**config.mk**
```make
export PLATFORM = sky130hd
export DESIGN_NAME = dff_bank_arbiter
export DESIGN_NICKNAME = d
export VERILOG_FILES = /design/src/rtl/dff_bank_arbiter.sv
export SDC_FILE = /design/constraint.sdc
export NUM_CORES = 1
export LEC_CHECK = 0
export CAP_MARGIN = 10
export CORE_ASPECT_RATIO = 1.1
export CORE_MARGIN = 3
export CORE_UTILIZATION = 40
export CTS_BUF_LIST = sky130_fd_sc_hd__clkbuf_4
export DETAILED_ROUTE_END_ITERATION = 10
export PLACE_DENSITY = 0.8
export SKIP_CTS_REPAIR_TIMING = 1
export SYNTH_ARGS = -nofsm -noshare
export SYNTH_HDL_FRONTEND = slang
export SYNTH_SLANG_ARGS = --single-unit
```
**constraint.sdc**
```tcl
create_clock -name clk -period 1.61 [get_ports clk]
set_input_delay 0.4025 -clock clk [delete_from_list [all_inputs] [get_ports clk]]
set_output_delay 0.4025 -clock clk [all_outputs]
set_load 0.005 [all_outputs]
```
**src/rtl/dff_bank_arbiter.sv**
```systemverilog
// Round-robin arbiter and write sequencer for a single shared WIDTH-bit
// register. Requesters compete for write access. Each grant ends in either
// one capture of the winner's data followed by a one-cycle ack, or an abort
// with no write and no ack. The shared register can be cleared synchronously.
module dff_bank_arbiter #(
  parameter int NREQ  = 4,
  parameter int WIDTH = 8
) (
  input  logic                      clk,
  input  logic                      reset,
  input  logic [NREQ-1:0]           req,
  input  logic [NREQ*WIDTH-1:0]     wdata,
  input  logic                      clr,
  output logic [NREQ-1:0]           gnt,
  output logic [NREQ-1:0]           ack,
  output logic [$clog2(NREQ)-1:0]   owner,
  output logic [WIDTH-1:0]          q,
  output logic                      q_valid,
  output logic                      busy
);

  localparam int PW = $clog2(NREQ);
  localparam logic [NREQ-1:0] ONE_HOT0 = NREQ'(1);
  localparam logic [PW-1:0]   LAST_IDX = PW'(NREQ - 1);
  localparam logic [PW:0]     NREQ_EXT = (PW+1)'(NREQ);

  typedef enum logic [1:0] {
    IDLE  = 2'd0,
    GRANT = 2'd1,
    ACK   = 2'd2
  } state_t;

  state_t            state_r, state_s;
  logic [PW-1:0]     ptr_r, ptr_s;
  logic [PW-1:0]     win_r, win_s;
  logic [NREQ-1:0]   gnt_r, gnt_s;
  logic [NREQ-1:0]   ack_r, ack_s;
  logic [PW-1:0]     owner_r, owner_s;
  logic [WIDTH-1:0]  q_r, q_s;
  logic              q_valid_r, q_valid_s;
  logic              busy_r;

  logic              rr_found_s;
  logic [PW-1:0]     rr_win_s;
  logic [PW:0]       rr_sum_s;
  logic [PW-1:0]     rr_cand_s;

  // Round-robin search: first set request starting at ptr, wrapping to 0.
  always_comb begin
    rr_found_s = 1'b0;
    rr_win_s   = '0;
    rr_sum_s   = '0;
    rr_cand_s  = '0;
    for (int k = 0; k < NREQ; k++) begin
      rr_sum_s = {1'b0, ptr_r} + (PW+1)'(k);
      if (rr_sum_s >= NREQ_EXT) begin
        rr_sum_s = rr_sum_s - NREQ_EXT;
      end else begin
        rr_sum_s = rr_sum_s;
      end
      rr_cand_s = rr_sum_s[PW-1:0];
      if (!rr_found_s && req[rr_cand_s]) begin
        rr_found_s = 1'b1;
        rr_win_s   = rr_cand_s;
      end else begin
        rr_found_s = rr_found_s;
      end
    end
  end

  // Next-state and next-output logic; clr overrides any write in any state.
  always_comb begin
    state_s   = state_r;
    ptr_s     = ptr_r;
    win_s     = win_r;
    gnt_s     = '0;
    ack_s     = '0;
    owner_s   = owner_r;
    q_s       = q_r;
    q_valid_s = q_valid_r;

    if (clr) begin
      q_s       = '0;
      q_valid_s = 1'b0;
    end else begin
      q_s       = q_r;
    end

    case (state_r)
      IDLE: begin
        if (!clr && rr_found_s) begin
          gnt_s   = ONE_HOT0 << rr_win_s;
          win_s   = rr_win_s;
          state_s = GRANT;
        end else begin
          state_s = IDLE;
        end
      end
      GRANT: begin
        state_s = IDLE;
        if (!clr && req[win_r]) begin
          q_s       = wdata[win_r*WIDTH +: WIDTH];
          q_valid_s = 1'b1;
          owner_s   = win_r;
          ack_s     = ONE_HOT0 << win_r;
          ptr_s     = (win_r == LAST_IDX) ? '0 : win_r + PW'(1);
          state_s   = ACK;
        end else begin
          state_s   = IDLE;
        end
      end
      ACK: begin
        state_s = IDLE;
      end
      default: begin
        state_s = IDLE;
      end
    endcase
  end

  // State and output registers; async reset returns everything to idle.
  always_ff @(posedge clk or negedge reset) begin
    if (!reset) begin
      state_r   <= IDLE;
      ptr_r     <= '0;
      win_r     <= '0;
      gnt_r     <= '0;
      ack_r     <= '0;
      owner_r   <= '0;
      q_r       <= '0;
      q_valid_r <= 1'b0;
      busy_r    <= 1'b0;
    end else begin
      state_r   <= state_s;
      ptr_r     <= ptr_s;
      win_r     <= win_s;
      gnt_r     <= gnt_s;
      ack_r     <= ack_s;
      owner_r   <= owner_s;
      q_r       <= q_s;
      q_valid_r <= q_valid_s;
      busy_r    <= (state_s != IDLE);
    end
  end

  assign gnt     = gnt_r;
  assign ack     = ack_r;
  assign owner   = owner_r;
  assign q       = q_r;
  assign q_valid = q_valid_r;
  assign busy    = busy_r;

endmodule

```
======== Word level (Yosys, flattened, before mapping) ========
Index checks and enable logic that the tools add are counted.
cells by class
  $add $sub $neg .......................... 8
  order comparisons ....................... 9
  eq/ne operators ......................... 2
  shift operators ......................... 3
  mux-type cells .......................... 36
  reductions and logical operators ........ 13
operators by type and width
  kind                   count
  $shiftx A32 B6 Y8      1
  $mux W8                3
  $mux W2                10
  $mux W4                4
  $lt A2 B3 Y1 const B   5
  $mux W1                13
  $bmux W1 S2            5
  $ge A3 B3 Y1 const B   3
  $shl A1 B2 Y4 const A  2
  $sub A2 B1 Y2 const B  4
  $add A2 B2 Y3 const B  2
  $logic_and A1 B1 Y1    5
  $logic_not A1 Y1       4
  $pmux W2 S2            1
  $reduce_and A2 Y1      2
  $add A2 B1 Y3 const B  1
  $ge A2 B3 Y1 const B   1
  $add A2 B1 Y2 const B  1
  $eq A2 B1 Y1 const B   1
  $eq A2 B2 Y1 const B   1
  $logic_not A2 Y1       1
  $reduce_bool A2 Y1     1
word-level totals
  flip-flop bits (word level) ............. 26
  output and inout bits ................... 20

======== Depth between registers and ports, before layout ========
Gate-level depths: netlist of run 1.
  depth after elaboration ................. 18
  depth in mapped cells ................... 6

======== Least setup slack after synthesis of run 1 ========
Ideal clock, no wire load.
  path kind ............................... reg2reg
  start point ............................. reg win_r[1]
  end point ............................... reg q_r[4] (netlist: q[4])
  setup time .............................. 0.125 ns
  arrival time ............................ 1.559 ns
  required time ........................... 1.485 ns
  path slack .............................. -0.074 ns
  cell stages (with the launch flop) ...... 6
  path buffers ............................ 1
  period minus slack after synthesis ...... 1.684 ns
  cell sequence ........................... dfrtp_1 mux2_4 or2_4 o211ai_4 buf_8 mux2_4
on the way
  cells in the longest elaborated chain, start to end .. 5
  elaborated cells on any way between the ends .. 6
  those cells by class .................... 1 x shift; 4 x mux; 1 x reduce/logical
ends and longest elaborated chain
  what                                                                       line  source
  start: declaration                                                         35    logic [PW-1:0] win_r, win_s;
  start signal: assignment                                                   136   win_r <= win_s;
  parallel branches: the longest is 3 deep, another holds $shiftx A32 B6 Y8  -
  $mux W8 *                                                                  101   if (!clr && req[win_r]) begin
  $mux W8 *                                                                  89    case (state_r)
  net q_s[4]                                                                 39    logic [WIDTH-1:0] q_r, q_s;
  end signal: assignment                                                     140   q_r <= q_s;
  end: declaration                                                           39
Mark *: on every way through the listed nets, which the timed path passes. The select of a mux whose other input is x is not followed.
A chain may end at the register's enable or synchronous reset.

======== Worst setup path in the final report of run 1 ========
  start point ............................. reg win_r[1]
  end point ............................... reg q_r[5] (netlist: q[5])
Same word-level chain as after synthesis.

==> results.py, run 1 <==
metrics = {
    "layout": {
        "nets": 241,
        "n_antenna_cell": 0,
        "syn2layout_area_growth_pct": 68.3,
        "fin_util_pct": 70.7,
        "drive_above_1_share_pct": 31.0,
        "stdcell_count": 245,
    },
    "placement": {
        "pre_cts_ws_ns": -0.542,
        "place_hpwl_mm": 2.59,
        "finalWeightedCongestion": 0.875,
        "post-place-cells": 234,
        "io_buffer_count": 58,
    },
    "floorplan": {
        "io_pins": 59,
        "start_util_pct": 42.0,
        "die_h_um": 68.3,
        "core_um2": 3360,
        "chipWidth_um": 62.6,
        "die_area_um2": 4280,
        "rows": 22,
    },
    "synthesis": {
        "yosys_register_bits": 26,
        "syn_inst": 112,
        "yosysUniqueCellTypes": 28,
        "synth_top_area_cell": "dfrtp_1",
        "synth.area.top_cells": "dfrtp_1, mux4_2, mux2_2, mux2_4, ha_1",
        "yosys_warnings": 0,
        "yosys.area.top_type_share_pct": 46.1,
        "synthesis.nets": 155,
        "synth_area_um2": 1410,
        "syn_avg_cell_area_um2": 12.6,
        "ys_seq_area_share_pct": 46.1,
    },
    "setup_path": {
        "cp.arrival_ns": 1.96,
        "cpPeakStageDelay_ns": 0.45,
        "crit_path_frequent_cell": "mux2_4",
        "critPathMaxFanout": 6,
        "worst-endpoint-required_ns": 1.84,
        "crit_family": "multiplexers",
        "path_class": "reg2reg",
        "path_cells": "mux2_4, or2_4, o211ai_4, clkbuf_16, mux2_4",
        "rr_endpoint": "q[5]",
        "rr_startpoint": "win_r[1]",
        "rr_worst_depth": 5,
        "reg2reg_setup_slack_ns": -0.12,
        "end_kind": "flop",
        "start_kind": "flop",
        "path_buf_inv": 1,
        "crit_path_top_delay_cell": "dfrtp_1",
    },
    "sta": {
        "setup_ws_ns": -0.117,
        "tns_ns": -1.14,
        "hold_viol": 0,
        "fin_crit_sh_pct": 107,
        "rsz0062_at_grt": "true",
        "tightest_slew_ns": 0.321,
        "fin_skew_ns": 0.0127,
        "max_freq_mhz": 579,
        "setup_violations": 14,
        "slew_headroom_pct": 78.6,
        "drv_slew": 0,
        "fin_crit_ns": 1.73,
    },
    "power": {
        "p_comb_share_pct": 54.5,
        "p_sw_uw": 871,
        "internal_power_mw": 1.79,
        "seqPwrFrac_pct": 34.8,
        "vdd_ir_drop_max_v": 0.000553,
        "power.share.clock_pct": 10.7,
        "total_power_mw": 2.66,
        "p_sw_share_pct": 32.7,
        "p_leak_nw": 1.31,
        "powerDensity_nw_per_um2": 1120,
    },
    "drt": {
        "viasPerCell": 4.83,
        "drt_iter0_drc": 22,
        "dr_total_vias": 1184,
        "ant_nets": 0,
        "wl_mm": 3.62,
        "first_pass_iters": 4,
        "wl_per_cell_um": 14.8,
        "drc": 0,
    },
    "clock_network": {
        "max-clock-path-buffers": 2,
        "clock_latency_ns": 0.32,
        "root_buffer": "clkbuf_4",
        "cts.sinks": 26,
        "clkTransAtPathRegs_ns": 0.15,
        "cts_tree": "done",
        "h-tree-depth": 1,
        "numCtsBuffers": 3,
    },
    "global_route": {
        "grt_max_degree": 27,
        "grt_first_pass_wirelength_mm": 5.19,
        "grt_pass1_vias": 1199,
        "track_usage_pct": 15.4,
        "gr-total-overflow": 0,
        "antenna_found_initial": 0,
    },
    "run_status": {
        "status": "finished with violations",
        "violations": "setup timing",
    },
    "run": {
        "cap_viol_max_count": 0,
    },
    "worst_hold_path": {
        "hold_path_class": "in2async",
    },
}
-- sequential cells by signal, summed over array words and instances (netlist names) --
register and count:
ack 4, busy 1, gnt 4, owner 2, ptr_r 2, q 8, q_valid 1, state_r 2
win_r 2
-- cells in the mapped netlist --
library cell / count
buf_2: 1
or2_4: 1
nand2_1: 4
nor3b_1: 2
o211ai_4: 1
nor2_1: 9
nor3_1: 1
o21ai_0: 1
mux2i_1: 1
ha_1: 4
dfrtp_1: 26
nor4_1: 1
mux4_2: 8
inv_1: 10
a21oi_1: 5
clkbuf_1: 2
mux2_4: 4
nor2b_1: 8
a2111o_1: 1
and3_1: 2
mux2_2: 11
buf_8: 1
a211oi_1: 2
a22o_1: 1
buf_4: 1
nand2b_1: 2
nor3b_2: 1
o22ai_1: 1
-- final cells by class --
class | count | area (um2)
Inverter | 10 | 37.5
Sequential cell | 26 | 651
Clock inverter | 1 | 3.75
Multi-Input combinational cell | 71 | 724
Fill cell | 245 | 983
Timing Repair Buffer | 86 | 876
Clock buffer | 3 | 22.5
Tap cell | 48 | 60.1
-- per-layer routing --
| metal | share of wire (%) | vias up | GRT usage [%] |
|---|---|---|---|
| li1 | - | 564 | - |
| met1 | 39 | 572 | 16.7 |
| met2 | 55 | 44 | 30.2 |
| met3 | 5.9 | 4 | 3.94 |
| met4 | 0.99 | 0 | 4.13 |
| met5 | 0 | - | 0 |
-- logic make-up after synthesis --
logic type	after synthesis	synth area share [%]
flops	26	46.1
fa+ha+maj	4	3.55
compound gates	12	6.56
buf+inv	15	5.14
simple gates	31	12.1
mux	24	26.5
-- power groups by stage --
stage / clock network [mW] / registers, mW / logic (mW)
floorplan: 0 / 0.911 / 0.777
global placement: 0 / 0.933 / 1.28
detailed placement: 0 / 0.937 / 1.31
CTS: 0.281 / 0.925 / 1.32
global route: 0.315 / 0.946 / 1.57
finish: 0.285 / 0.926 / 1.45
-- stage by stage --
stage               area (um2)  hold WS (ns)
global route              2370         0.455
detailed placement        2170         0.523
floorplan                 1410         0.107
global placement          2170         0.512
CTS                       2200         0.445
finish                    2370         0.423
-- cell usage in the layout (no fill, tap or decap), types with 2 or more instances in the layout --
cell type / count
nor2_1: 7
ha_1: 4
nand2b_1: 2
clkbuf_4: 3
nand2_1: 3
mux2_2: 5
nor2b_1: 8
inv_1: 9
buf_4: 22
nor2_2: 2
dfrtp_1: 26
clkdlybuf4s50_1: 42
buf_6: 4
and3_1: 2
mux4_2: 8
nor3b_1: 2
a211oi_1: 2
a21oi_1: 5
dlymetal6s2s_1: 16
mux2_4: 10
-- worst max path at each step --
stage          startpoint   end  slack [ns]  cells past startpoint
6_report         win_r[1]  q[5]       -0.12                      5
5_1_grt          win_r[1]  q[5]       -0.13                      5
4_1_cts            req[0]  q[0]       -0.20                      4
3_5_place_dp       req[0]  q[0]       -0.54                      4
3_3_place_gp       req[0]  q[1]       -0.49                      4
2_1_floorplan    win_r[1]  q[4]       -0.07                      5
-- worst register-to-register path: stages (launching register included) --
cell       delay, ns
dfrtp_1         0.45
mux2_4          0.32
or2_4           0.25
o211ai_4        0.12
clkbuf_16       0.20
mux2_4          0.29
No activity file was read; power rests on OpenSTA's default activity.
==> inputs of run 2 (changes only) <==
--- a/config.mk
+++ b/config.mk
@@ -6,7 +6,7 @@
 export NUM_CORES = 1
 export LEC_CHECK = 0
 export CAP_MARGIN = 10
-export CORE_ASPECT_RATIO = 1.1
+export CORE_ASPECT_RATIO = 1.75
 export CORE_MARGIN = 3
 export CORE_UTILIZATION = 40
 export CTS_BUF_LIST = sky130_fd_sc_hd__clkbuf_4
==> run 2 against run 1 <==
Compared with the run above: the flow still finishes with violations (setup timing); non-clock buffer count fell by 13; count of clock-buffer cells in the layout did not move; global-route usage rose by 1.5 points; first-iteration DRC count fell by 68%; clock skew rose by 0.0013 ns; combinational power fell by 9%; worst hold slack improved by 0.014 ns; sequential cell count did not move.
==> results.py, run 2 (synthesis results as in run 1) <==
metrics = {
    "run_status": {
        "status": "finished with violations",
        "violations": "setup timing",
    },
    "layout": {
        "final_cell_mix": "clkdlybuf4s50_1, dfrtp_1, dlymetal6s2s_1",
        "layout_commonest_cell": "clkdlybuf4s50_1",
        "drive_above_1_share_pct": 24.5,
        "syn2layout_area_growth_pct": 58.1,
        "stdcell_count": 227,
        "n_antenna_cell": 0,
        "stdcell_area_um2": 2230,
        "largest_reg_flops": 8,
        "nets": 228,
        "fin_util_pct": 68.1,
        "fillerInstances": 251,
    },
    "power": {
        "total_power_mw": 2.50,
        "vdd_ir_drop_max_v": 0.000840,
        "p_leak_nw": 1.26,
        "powerDensity_nw_per_um2": 1120,
    },
    "clock_network": {
        "cts_tree": "done",
        "root_buffer": "clkbuf_4",
        "cts.sinks": 26,
        "clkTransAtPathRegs_ns": 0.14,
        "clock_latency_ns": 0.32,
        "max-clock-path-buffers": 2,
        "numCtsBuffers": 3,
        "h-tree-depth": 1,
    },
    "drt": {
        "wl_mm": 3.52,
        "drc": 0,
        "wl_per_cell_um": 15.5,
        "first_pass_iters": 2,
        "viasPerCell": 5.04,
        "dr_total_vias": 1144,
        "drt_iter0_drc": 7,
        "ant_nets": 0,
    },
    "setup_path": {
        "rr_worst_depth": 5,
        "crit_path_start": "win_r[1]",
        "rr_endpoint": "q[2]",
        "cp.arrival_ns": 1.90,
        "reg2reg_setup_slack_ns": -0.07,
        "rr_startpoint": "win_r[1]",
        "start_kind": "flop",
        "path_cells": "mux2_4, or2_4, o211ai_4, buf_12, mux2_2",
        "cpPeakStageDelay_ns": 0.44,
        "crit_family": "multiplexers",
        "critPathMaxFanout": 10,
        "worst-endpoint-required_ns": 1.83,
        "end_kind": "flop",
        "path_class": "reg2reg",
        "crit_path_top_delay_cell": "dfrtp_1",
        "path_buf_inv": 1,
    },
    "run": {
        "cap_viol_max_count": 0,
    },
    "worst_hold_path": {
        "hold_path_class": "in2async",
    },
    "global_route": {
        "use_met2_pct": 31.7,
        "grt_max_degree": 27,
        "grt_first_pass_wirelength_mm": 5.59,
        "grt_pass1_vias": 1201,
        "global_route.usage.met3_pct": 1.95,
        "met1_usage_pct": 18.1,
        "grt_busiest_layer": "met2",
        "gr-total-overflow": 0,
        "antenna_found_initial": 0,
        "track_usage_pct": 16.9,
    },
    "sta": {
        "tightest_slew_ns": 0.314,
        "hold_viol": 0,
        "max_freq_mhz": 596,
        "rsz0062_at_grt": "true",
        "slew_headroom_pct": 79.1,
        "setup_violations": 9,
        "fin_crit_sh_pct": 104,
        "drv_slew": 0,
        "setup_ws_ns": -0.0691,
        "fin_crit_ns": 1.68,
        "fin_skew_ns": 0.0140,
    },
    "placement": {
        "pre_cts_ws_ns": -0.472,
        "place_hpwl_mm": 2.83,
        "io_buffer_count": 58,
        "finalWeightedCongestion": 0.762,
        "post-place-cells": 222,
        "placed_area_um2": 2140,
    },
    "floorplan": {
        "core_um2": 3280,
        "chipWidth_um": 50.9,
        "die_area_um2": 4310,
        "rows": 27,
        "die_h_um": 84.6,
        "io_pins": 59,
        "start_util_pct": 43.1,
    },
}
==> run 2: cell count changes in the layout (fill, tap and decap cells not counted), sizes merged <==
cell / delta
clkbuf: -1
buf: -12
dlymetal6s2s: +2
clkdlybuf4s50: -2
==> run 2: layout make-up <==
cell class,instances,area (um2),share of cell area (%)
clock buffers,3,22.5,1.01
clock inverters,1,3.75,0.168
multi-input cells,71,692,31.0
repair buffers,73,771,34.5
flip-flops and latches,26,651,29.2
well taps,43,53.8,2.41
inverters,10,37.5,1.68
==> run 2: worst max-delay path by stage <==
stage               endpoint  cells past startpoint
CTS                 win_r[0]                      6
floorplan               q[4]                      5
detailed placement      q[2]                      6
global placement        q[3]                      6
finish                  q[2]                      5
global route            q[2]                      5
==> run 2: report_power, final <==
group	switching, mW	internal [mW]	total [mW]
Combinational	0.516	0.801	1.32
Sequential	0.120	0.795	0.916
Clock	0.181	0.0906	0.272
Total	0.818	1.69	2.50
==> run 2: worst register-to-register path, cell delays in order, from the launching register on <==
cell and delay (ns):
dfrtp_1 0.44, mux2_4 0.32, or2_4 0.25, o211ai_4 0.09, buf_12 0.16, mux2_2 0.34
==> run 2: metrics by stage <==
stage	hold slack (ns)	setup TNS, ns
after floorplan	0.107	-0.225
after global placement	0.514	-8.28
after detailed placement	0.520	-8.99
after CTS	0.442	-1.24
after global routing	0.461	-0.868
final	0.437	-0.450
==> run 2: routing by layer <==
metal,share of wire (%),vias up,routed length (um)
met1,34,570,1200
met4,2.0,0,72
met5,0,-,0
met2,61,27,2150
li1,-,540,-
met3,3.0,7,106
